**src/rtl/debug_reg_reader_pkg.sv**
```systemverilog
// Shared debug-display definitions: seven-segment glyphs, the digit table and
// the read FSM state type used by the register-file debug reader.
package debug_reg_reader_pkg;

  localparam int SEL_W_DEF = 5;

  // Active-low segments, bit order {g,f,e,d,c,b,a}
  localparam logic [6:0] SEG_DASH = 7'b0111111;
  localparam logic [6:0] SEG_ZERO = 7'b1000000;

  localparam logic [15:0][6:0] SEG_TABLE = {
    7'b0001110,  // F
    7'b0000110,  // E
    7'b0100001,  // d
    7'b1000110,  // C
    7'b0000011,  // b
    7'b0001000,  // A
    7'b0010000,  // 9
    7'b0000000,  // 8
    7'b1111000,  // 7
    7'b0000010,  // 6
    7'b0010010,  // 5
    7'b0011001,  // 4
    7'b0110000,  // 3
    7'b0100100,  // 2
    7'b1111001,  // 1
    SEG_ZERO     // 0
  };

  typedef enum logic {
    ST_IDLE = 1'b0,
    ST_REQ  = 1'b1
  } dbg_state_e;

endpackage

```
**src/rtl/debug_reg_reader_hex_to_7seg.sv**
```systemverilog
// One hex digit: 4-bit nibble to active-low seven-segment pattern.
module hex_to_7seg
  import debug_reg_reader_pkg::*;
(
  input  logic [3:0] nibble,
  output logic [6:0] seg
);

  assign seg = SEG_TABLE[nibble];

endmodule

```
**src/rtl/debug_reg_reader.sv**
```systemverilog
// Board debugger front end: synchronises the selector switches, reads the chosen
// register over a req/ack port with periodic refresh and timeout, shows it on HEX7..HEX0.
module debug_reg_reader
  import debug_reg_reader_pkg::*;
#(
  parameter int DATA_W         = 32,
  parameter int SEL_W          = SEL_W_DEF,
  parameter int REFRESH_CYCLES = 1024,
  parameter int TIMEOUT_CYCLES = 16
) (
  input  logic              clk,
  input  logic              reset,
  input  logic [SEL_W-1:0]  Debug_selector,
  output logic              dbg_rd_req,
  output logic [SEL_W-1:0]  dbg_rd_addr,
  input  logic              dbg_rd_ack,
  input  logic [DATA_W-1:0] dbg_rd_data,
  output logic              dbg_valid,
  output logic [6:0]        HEX0,
  output logic [6:0]        HEX1,
  output logic [6:0]        HEX2,
  output logic [6:0]        HEX3,
  output logic [6:0]        HEX4,
  output logic [6:0]        HEX5,
  output logic [6:0]        HEX6,
  output logic [6:0]        HEX7
);

  localparam int NUM_DIGITS = 8;
  localparam int DISP_W     = NUM_DIGITS * 4;
  localparam int RW         = (REFRESH_CYCLES > 1) ? $clog2(REFRESH_CYCLES) : 1;
  localparam int TW         = (TIMEOUT_CYCLES > 1) ? $clog2(TIMEOUT_CYCLES) : 1;
  localparam logic [RW-1:0] REF_LAST = RW'(REFRESH_CYCLES - 1);
  localparam logic [TW-1:0] TMO_LAST = TW'(TIMEOUT_CYCLES - 1);

  logic [1:0][SEL_W-1:0] sync_q;
  logic [SEL_W-1:0]      sel_s;
  dbg_state_e            state, state_nx;
  logic [SEL_W-1:0]      last_addr;
  logic                  pending;
  logic [RW-1:0]         rcnt;
  logic [TW-1:0]         tcnt;
  logic [DATA_W-1:0]     value;
  logic                  err;
  logic                  start, done_ok, done_tmo;

  // Switch inputs are asynchronous; sync_q[1] is the first usable copy
  always_ff @(posedge clk or posedge reset) begin
    if (reset) sync_q <= '0;
    else       sync_q <= {sync_q[0], Debug_selector};
  end
  assign sel_s = sync_q[1];

  always_ff @(posedge clk or posedge reset) begin
    if (reset) state <= ST_IDLE;
    else       state <= state_nx;
  end

  // Ack wins over timeout when both land on the last allowed cycle
  always_comb begin
    state_nx = state;
    start    = 1'b0;
    done_ok  = 1'b0;
    done_tmo = 1'b0;
    case (state)
      ST_IDLE: begin
        if ((sel_s != last_addr) || pending || (rcnt == REF_LAST)) begin
          start    = 1'b1;
          state_nx = ST_REQ;
        end
      end
      ST_REQ: begin
        if (dbg_rd_ack) begin
          done_ok  = 1'b1;
          state_nx = ST_IDLE;
        end else if (tcnt == TMO_LAST) begin
          done_tmo = 1'b1;
          state_nx = ST_IDLE;
        end
      end
      default: state_nx = ST_IDLE;
    endcase
  end

  assign dbg_rd_req = (state == ST_REQ);

  // Address is captured once per transaction; later switch moves are deferred via pending
  always_ff @(posedge clk or posedge reset) begin
    if (reset) begin
      dbg_rd_addr <= '0;
      last_addr   <= '0;
      pending     <= 1'b0;
      tcnt        <= '0;
    end else if (start) begin
      dbg_rd_addr <= sel_s;
      last_addr   <= sel_s;
      pending     <= 1'b0;
      tcnt        <= '0;
    end else if (state == ST_REQ) begin
      if (sel_s != last_addr) pending <= 1'b1;
      if (!dbg_rd_ack && (tcnt != TMO_LAST)) tcnt <= tcnt + 1'b1;
    end
  end

  // Refresh counter only advances while idle and holds at the threshold
  always_ff @(posedge clk or posedge reset) begin
    if (reset) begin
      rcnt <= '0;
    end else if (done_ok) begin
      rcnt <= '0;
    end else if ((state == ST_IDLE) && (rcnt != REF_LAST)) begin
      rcnt <= rcnt + 1'b1;
    end
  end

  always_ff @(posedge clk or posedge reset) begin
    if (reset) begin
      value     <= '0;
      err       <= 1'b0;
      dbg_valid <= 1'b0;
    end else if (done_ok) begin
      value     <= dbg_rd_data;
      err       <= 1'b0;
      dbg_valid <= 1'b1;
    end else if (done_tmo) begin
      err       <= 1'b1;
      dbg_valid <= 1'b0;
    end
  end

  logic [DISP_W-1:0]                disp_val;
  logic [NUM_DIGITS-1:0][6:0]       dig_seg;
  logic [NUM_DIGITS-1:0][6:0]       hex;

  assign disp_val = DISP_W'(value);

  hex_to_7seg u_dig [NUM_DIGITS-1:0] (
    .nibble (disp_val),
    .seg    (dig_seg)
  );

  assign hex = err ? {NUM_DIGITS{SEG_DASH}} : dig_seg;

  assign HEX0 = hex[0];
  assign HEX1 = hex[1];
  assign HEX2 = hex[2];
  assign HEX3 = hex[3];
  assign HEX4 = hex[4];
  assign HEX5 = hex[5];
  assign HEX6 = hex[6];
  assign HEX7 = hex[7];

endmodule

```
**config.mk**
```make
export PLATFORM = sky130hd
export DESIGN_NAME = debug_reg_reader
export DESIGN_NICKNAME = d
export VERILOG_FILES = /design/src/rtl/debug_reg_reader_pkg.sv /design/src/rtl/debug_reg_reader_hex_to_7seg.sv /design/src/rtl/debug_reg_reader.sv
export SDC_FILE = /design/constraint.sdc
export NUM_CORES = 1
export LEC_CHECK = 0
export ABC_CLOCK_PERIOD_IN_PS = 6600
export CORE_MARGIN = 2
export CORE_UTILIZATION = 57
export DETAILED_ROUTE_END_ITERATION = 6
export PLACE_DENSITY = 0.88
export SYNTH_ARGS = -nofsm -noshare
export SYNTH_HDL_FRONTEND = slang
export SYNTH_HIERARCHICAL = 1
export SYNTH_SLANG_ARGS = --single-unit
```
**constraint.sdc**
```tcl
create_clock -name clk -period 6.6 [get_ports clk]
set_clock_uncertainty 0.1 [all_clocks]
set_input_delay 1.65 -clock clk [delete_from_list [all_inputs] [get_ports clk]]
set_output_delay 1.65 -clock clk [all_outputs]
set_load 0.01 [all_outputs]
```
; After elaboration in Yosys (flattened, before gate mapping)
; Memories as Yosys holds them, arrays and structs flattened.
; Index checks and enable logic that the tools add are counted.
[totals]
word_cells = 77
n_memories = 8
romBits = 896
inputBits = 40
reg_bits = 65
out_inout_bits = 63
[mem_list]
columns = memory, words, width, read_ports, rd_clocked_by_memory_dff, wr, line
row1 = (name not given), 16, 7, 1, 0, 0, debug_reg_reader_hex_to_7seg.sv:9  ; assign seg = SEG_TABLE[nibble];
row2 = (name not given), 16, 7, 1, 0, 0, debug_reg_reader_hex_to_7seg.sv:9
row3 = (name not given), 16, 7, 1, 0, 0, debug_reg_reader_hex_to_7seg.sv:9
row4 = (name not given), 16, 7, 1, 0, 0, debug_reg_reader_hex_to_7seg.sv:9
row5 = (name not given), 16, 7, 1, 0, 0, debug_reg_reader_hex_to_7seg.sv:9
row6 = (name not given), 16, 7, 1, 0, 0, debug_reg_reader_hex_to_7seg.sv:9
row7 = 2 more memories, -, -, -, -, -, -
[op_classes]
eq_ne = 5
muxes = 31
n_bitwise = 1
n_lt_le_gt_ge = 8
n_addsub = 2
reduce_logical = 12
[op_table]
columns = cell, count
row1 = 56-bit two-way mux, 1
row2 = 7-bit two-way mux, 8
row3 = "4-bit by 5-bit < comparator with 1-bit output, second input constant", 8
row4 = 10-bit two-way mux, 2
row5 = 1-bit two-way mux, 16
row6 = 4-bit two-way mux, 3
row7 = "10-bit by 1-bit adder with 10-bit output, second input constant", 1
row8 = "10-bit equality test, second input constant", 1
row9 = "10-bit != test, second input constant", 1
row10 = 2-bit nonzero test, 5
row11 = 5-bit != test, 1
row12 = "4-bit by 1-bit adder with 4-bit output, second input constant", 1
row13 = "4-bit equality test, second input constant", 1
row14 = "4-bit != test, second input constant", 1
row15 = 2-bit AND reduction, 2
row16 = 1-bit logical AND, 2
row17 = 1-bit logical OR, 2
row18 = 1-bit one-hot mux with 2 select lines, 1
row19 = 1-bit logical NOT, 1
row20 = 1-bit inverter, 1

; Logic depth before layout (Yosys ltp)
; Gate-level depths: netlist of run 1.
[logic_depth]
word_depth = 7
depth_mapped = 6
depth_no_buf = 6

; Modules after synthesis
; Netlist of run 1, hierarchy kept.
[by_module_without_submodules]
columns = module, area_each_um2, seq_area_each_um2, n_inst, cells_each
row1 = debug_reg_reader, 2962.8, 1626.6, 1, 248
row2 = hex_to_7seg, 275.3, 0.0, 8, 32

; Worst setup path after synthesis of run 1
; OpenSTA, ideal clock, no wires.
[synth_timing]
kind = reg-to-output
from = reg value[0], in the netlist disp_val[0]
to = out HEX0[3]
path_slack_ns = 3.243
t_required_ns = 4.850
path_buffers = 0
arrival_time_ns = 1.607
stages_incl_launch_ff = 6
path_cell_list = dfrtp_1 -> inv_1 -> ha_1 -> inv_1 -> mux4_1 -> or2_2
[synth_rtl]
columns = element, line
row1 = start: declaration, debug_reg_reader.sv:43  ; logic [DATA_W-1:0] value;
row2 = start signal: assignment, debug_reg_reader.sv:122  ; value <= dbg_rd_data;
row3 = end: declaration, debug_reg_reader.sv:19  ; output logic [6:0] HEX0,

==> results of run 1 <==
==> registers in the layout, summed over array words and instances, names as in the netlist <==
name	count
rcnt	10
dbg_valid	1
last_addr	5
dbg_rd_req	1
tcnt	4
sel_s	5
pending	1
disp_val	32
err	1
sync_q	5
==> layer usage <==
metal  wire length, um  global-route usage (%)  vias to the layer above  share of wire [%]
met5                 0                       0                        -                  0
met4               140                   5.796                        0                1.3
met3               464                   4.638                       16                4.5
met2              5197                   36.80                      107                 50
met1              4576                   26.75                     1886                 44
li1                  -                       -                     1925                  -
==> where the power goes <==
| group | switching, mW | internal (mW) | total, mW |
|---|---|---|---|
| clock network | 0.146 | 0.165 | 0.310 |
| registers | 0.330 | 0.540 | 0.870 |
| logic | 0.886 | 1.37 | 2.26 |
| total | 1.36 | 2.08 | 3.44 |
==> final timing paths <==
path / startpoint / endpoint / slack (ps) / cells after the start
max: disp_val[28] / HEX7[3] / 2290 / 6
min: sync_q[1] / sel_s[1] / 250 / 0
max reg2reg: dbg_rd_req / disp_val[8] / 4460 / 2
min reg2reg: sync_q[1] / sel_s[1] / 250 / 0
max in group asynchronous: reset / disp_val[11] / 4090 / 3
min in group asynchronous: reset / sync_q[2] / 1790 / 3
==> Yosys cell counts, types with 2 or more instances <==
cell      instances
or2_2            49
a31oi_1           2
ha_1             58
mux2_2           45
a21oi_1          12
and2b_2           8
o31ai_1           2
buf_6             8
clkbuf_1          7
or3b_1            8
mux4_1            8
mux2i_1          32
buf_2            13
nor3_1            2
a22o_1           16
nand3_1          13
nand2_1          16
inv_1            27
o21ai_0          23
xor2_1            8
nor2b_1          10
or3_1             2
a21o_1            2
nor2_1           44
nand4_1           2
a32o_1            8
dfrtp_1          65
o211ai_1          2
==> through the flow <==
stage | instance area [um2] | power (mW) | instances | utilization [%]
6_report | 6337 | 3.440 | 703 | 72.32
3_5_place_dp | 6156 | 3.136 | 688 | 70.25
3_3_place_gp | 6156 | 3.039 | 688 | 70.25
4_1_cts | 6337 | 3.456 | 703 | 72.32
5_1_grt | 6337 | 3.708 | 703 | 72.32
2_1_floorplan | 5165 | 2.279 | 504 | -
==> cell type report <==
class	instances	area, um2
inverter	27	101.3
multi-input combinational	384	3257
clock buffer	13	168.9
clock inverter	2	12.51
sequential	65	1627
tap	108	135.1
timing repair buffer	104	1036
fill	620	2426
==> logic make-up (layout without fill, tap and decap cells) <==
logic type                 count (synthesis)  in the layout  synth area share (%)
muxes                                     86             86                 20.30
and+or+nand+nor                          162            162                 17.56
xor gates and xnor gates                   8              8                 1.357
buffers and inverters                     55            146                 5.475
DFF                                       65             65                 31.49
adders and majority gates                 58             58                 14.05
AOI/OAI and AO/OA                         70             70                 9.762
==> worst max-delay path: cells and delay by family (launching register included) <==
| kind | cells | cell delay, ps |
|---|---|---|
| DFF | 1 | 470 |
| adders and majority gates | 1 | 310 |
| muxes | 1 | 490 |
| buffers and inverters | 3 | 680 |
| and+or+nand+nor | 1 | 280 |
==> metrics, run 1 <==
fin worst setup slack=2289 ps; crit-path max cell delay=490 ps; I/O pin total=around 100; core footprint=between 8000 and 9000 um2; share of layout cells above drive strength 1=roughly a fifth; CP Data Required Time=4850 ps; Crit. End Element=primary output; vias post-DR=3934; Yosys top cell area share=31.49%; Slew headroom=40.95%; Tmin final=4311 ps; setup total negative slack=0 ps; CP Cell Sequence=inv_1 -> ha_1 -> inv_1 -> mux4_1 -> or2_2 -> clkdlybuf4s50_1; gpl congestion=~0.91; critical-path maximum fanout=8; cells after synthesis=504; number of global-route vias before repair=3711; Slew Limit Fails=0; Post-synth ARST share=100.0%; crit path max-delay cell type=mux4_1; # rows=34; Pre-antenna DRT Iters=4; area grow syn2layout=22.70%; Post-synth EDFFs=0; Chip Width=99.19 um; Post-CTS Setup Bufs=0; Root Driver=clkbuf_8; grt ovf=0; synthesis-stage register bit count=65; kind of critical path=flop to primary output; commonest cells after routing, fill and taps aside=102 x clkdlybuf4s50_1, 65 x dfrtp_1, 58 x ha_1, 49 x or2_2, 45 x mux2_2; Synth Area per Inst=10.25 um2; Final nets=approximately 690; Post-Route WL=10.38 mm; worst path arrival time=roughly 2600 ps; Leakage=2.985 nW; Clock Path Buffers=2; syn nets=602; Die ar.=9839 um2; total global-route track usage=21.19%; synthesized cell area=5165 um2; Ant. Diodes=0; P per Cell Area=542.8 nW/um2; WL per Instance=~15 um; worst skew pair latency=340 ps; CTS tree=built; commonest non-fill, non-tap cell in the layout=clkdlybuf4s50_1; Tcrit/Tclk final=65.32%; Hold WS=250.8 ps; initial drt markers=131; Max Cap Violations=0; Clock transition at path regs=70 ps; Die H=99.19 um; initial antenna violation count=0; Synth area leader=dfrtp_1; number of port buffers=102; fmax=0.2320 GHz; first-pass GRT wire length=roughly 17 mm; Main synth FF type=dfrtp_1; Fin. Hold Viols=0; number of vias per cell=between 5 and 6; largest net degree at the start of global routing=66; Initial Util=58.94%; outcome=complete, no violations; Yosys cell types=40; synth top area cells=dfrtp_1 31%, ha_1 14%, mux2_2 9.8%; hold_buf cts=0; post-cts resize count=0; VDD IR max=between 0.2 and 0.3 mV; RSZ-0062 raised after global routing=no; clock sink total=65; Post-DRT Antenna Nets=0; H-tree depth=3; TritonCTS Buffers=9; Place WS=between 2000 and 3000 ps; drc violations=0; crit start category=flop; worst min path class=flop to flop; Syn. warnings=6; hpwl dp=7.637 mm; sequential element share of the synthesized area=31.49%; cell repeated most along the worst path=inv_1; Final setup violation count=0; worst-margin pin slew=between 800 and 900 ps
No activity file was read; power rests on OpenSTA's default activity.
==> inputs of run 2 (changes only) <==
- ABC_CLOCK_PERIOD_IN_PS: 6600 -> 3900
- CORE_UTILIZATION: 57 -> 48
- PLACE_DENSITY: 0.88 -> 0.79
- clock period: 6.6 -> 3.9 ns (I/O delays scaled with it)
==> metrics, run 2 (same netlist as run 1, synthesis figures left out) <==
# rows=37 (+8.8%); Final setup violation count=0 (unchanged); CTS tree=built; commonest cells after routing, fill and taps aside=102 x clkdlybuf4s50_1, 65 x dfrtp_1, 58 x ha_1, 49 x or2_2, 45 x mux2_2; Final nets=691 (+0.29%); Initial Util=49.81% (-9.1 points); Reg-to-Reg Start=dbg_rd_req; H-tree depth=3 (unchanged); overall power=5.803 mW (+69%); drc violations=0 (unchanged); worst-margin pin slew=613.9 ps (-271.8 ps); crit path max-delay cell type=dfrtp_1; Post-DRT Antenna Nets=0 (unchanged); Tmin final=3620 ps; min-delay src=sync_q[4]; Slew headroom=59.07% (+18 points); first-pass GRT wire length=17.32 mm (+0.89%); number of global-route vias before repair=3740 (+0.78%); Crit. End Element=primary output; Clock Path Buffers=2 (unchanged); CP Cell Sequence=inv_1 -> ha_1 -> inv_1 -> mux4_1 -> or2_2 -> clkdlybuf4s50_1; cell repeated most along the worst path=inv_1; outcome=complete, no violations; critical-path maximum fanout=8 (unchanged); post-cts resize count=0 (unchanged); worst setup path endpoint=HEX0[3]; Die H=107.7 um (+8.6%); core footprint=10370 um2 (+18%); fill count=882 (+42%); commonest non-fill, non-tap cell in the layout=clkdlybuf4s50_1; worst min path class=flop to flop; Ant. Diodes=0 (unchanged); Tcrit/Tclk final=between 90% and 100%; RSZ-0062 raised after global routing=no; gpl congestion=0.9014 (-0.47%); Clock transition at path regs=70 ps (about the same); Hold WS=250.4 ps (-0.4240 ps); CP Data Required Time=2820 ps (-2030 ps); worst path arrival time=2550 ps (about the same); P per Cell Area=906.5 nW/um2 (+67%); grt ovf=0 (unchanged); Post-Route WL=10.39 mm (+0.15%); Root Driver=clkbuf_8; initial drt markers=119 (-9.2%); Slew Limit Fails=0 (unchanged); setup total negative slack=0 ps (unchanged); share of layout cells above drive strength 1=21.40% (+0.40 points); worst setup path startpoint=disp_val[0]; Place WS=615.9 ps (-2034 ps); Reg2Reg Depth=3 (+1); worst skew pair latency=340 ps (about the same); Pre-antenna DRT Iters=4 (unchanged); area grow syn2layout=23.93%; fin worst setup slack=279.8 ps (-2009 ps); I/O pin total=103 (unchanged); hold_buf cts=0 (unchanged); initial antenna violation count=0 (unchanged); vias post-DR=3909 (-0.64%); Leakage=2.992 nW (+0.26%); number of port buffers=102 (unchanged); max reg flops=32 (unchanged); total global-route track usage=18.35% (-2.8 points); WL per Instance=14.16 um (-4.1%); Fin. Hold Viols=0 (unchanged); clock sink total=65 (unchanged); fmax=between 0.2 and 0.3 GHz; number of vias per cell=5.326 (-4.8%); largest net degree at the start of global routing=66 (unchanged); Max Cap Violations=0 (unchanged); hpwl dp=7.653 mm (+0.21%); kind of critical path=flop to primary output; reg2reg end=disp_val[8]; crit-path max cell delay=480 ps (about the same); VDD IR max=0.4016 mV (+52%); crit start category=flop; Die ar.=11610 um2 (+18%); TritonCTS Buffers=9 (unchanged); Post-CTS Setup Bufs=0 (unchanged); Chip Width=107.7 um (+8.6%); R2R Setup Slk=1770 ps (-2690 ps)
## run 2: report_power, final
| part | switching (mW) | internal (mW) |
|---|---|---|
| sequential | 0.551 | 0.914 |
| combinational | 1.48 | 2.33 |
| clock | 0.260 | 0.264 |
| total | 2.29 | 3.51 |
## run 2: final cells by class
cell class | instances | area, um2 | share of cell area, %
Multi-Input combinational cell | 384 | 3257 | 50.88
Sequential cell | 65 | 1627 | 25.41
Timing Repair Buffer | 106 | 1064 | 16.61
Tap cell | 136 | 170.2 | 2.658
Clock buffer | 12 | 155.1 | 2.424
Inverter | 27 | 101.3 | 1.583
Clock inverter | 4 | 27.53 | 0.4300
## run 2: through the flow
step / utilization [%] / cells / cell area, um2
final: 61.73 / 734 / 6401
after global routing: 61.73 / 734 / 6401
after CTS: 61.73 / 734 / 6401
after detailed placement: 59.97 / 718 / 6218
after global placement: 59.97 / 718 / 6218
after floorplan: - / 504 / 5165
## run 2: routing by layer
metal	share of wire, %	track usage [%]	routed length [um]
met1	46	24.06	4777
met2	48	30.50	4962
met3	4.9	3.269	511
met4	1.4	6.319	142
met5	0	0	0
## run 2: how the worst min path moves through the flow
stage | endpoint | cells after the start
final | sel_s[4] | 0
after global routing | sel_s[4] | 0
after CTS | sel_s[4] | 0
after detailed placement | sel_s[3] | 0
after global placement | sel_s[1] | 0
after floorplan | sel_s[0] | 0
## run 2: worst max-delay path, delay by kind of cell, from the launching register on
family	cells	cell delay [ps]
fa+ha+maj	1	300
mux	1	460
buf+inv	3	670
simple gates	1	300
flops	1	480
==> inputs of run 3 (changes only) <==
- CAP_MARGIN: unset -> 0
- CTS_CLUSTER_DIAMETER: unset -> 100
==> results of run 3 <==
The final DEF is identical to that of run 2; final timing and power are the same.
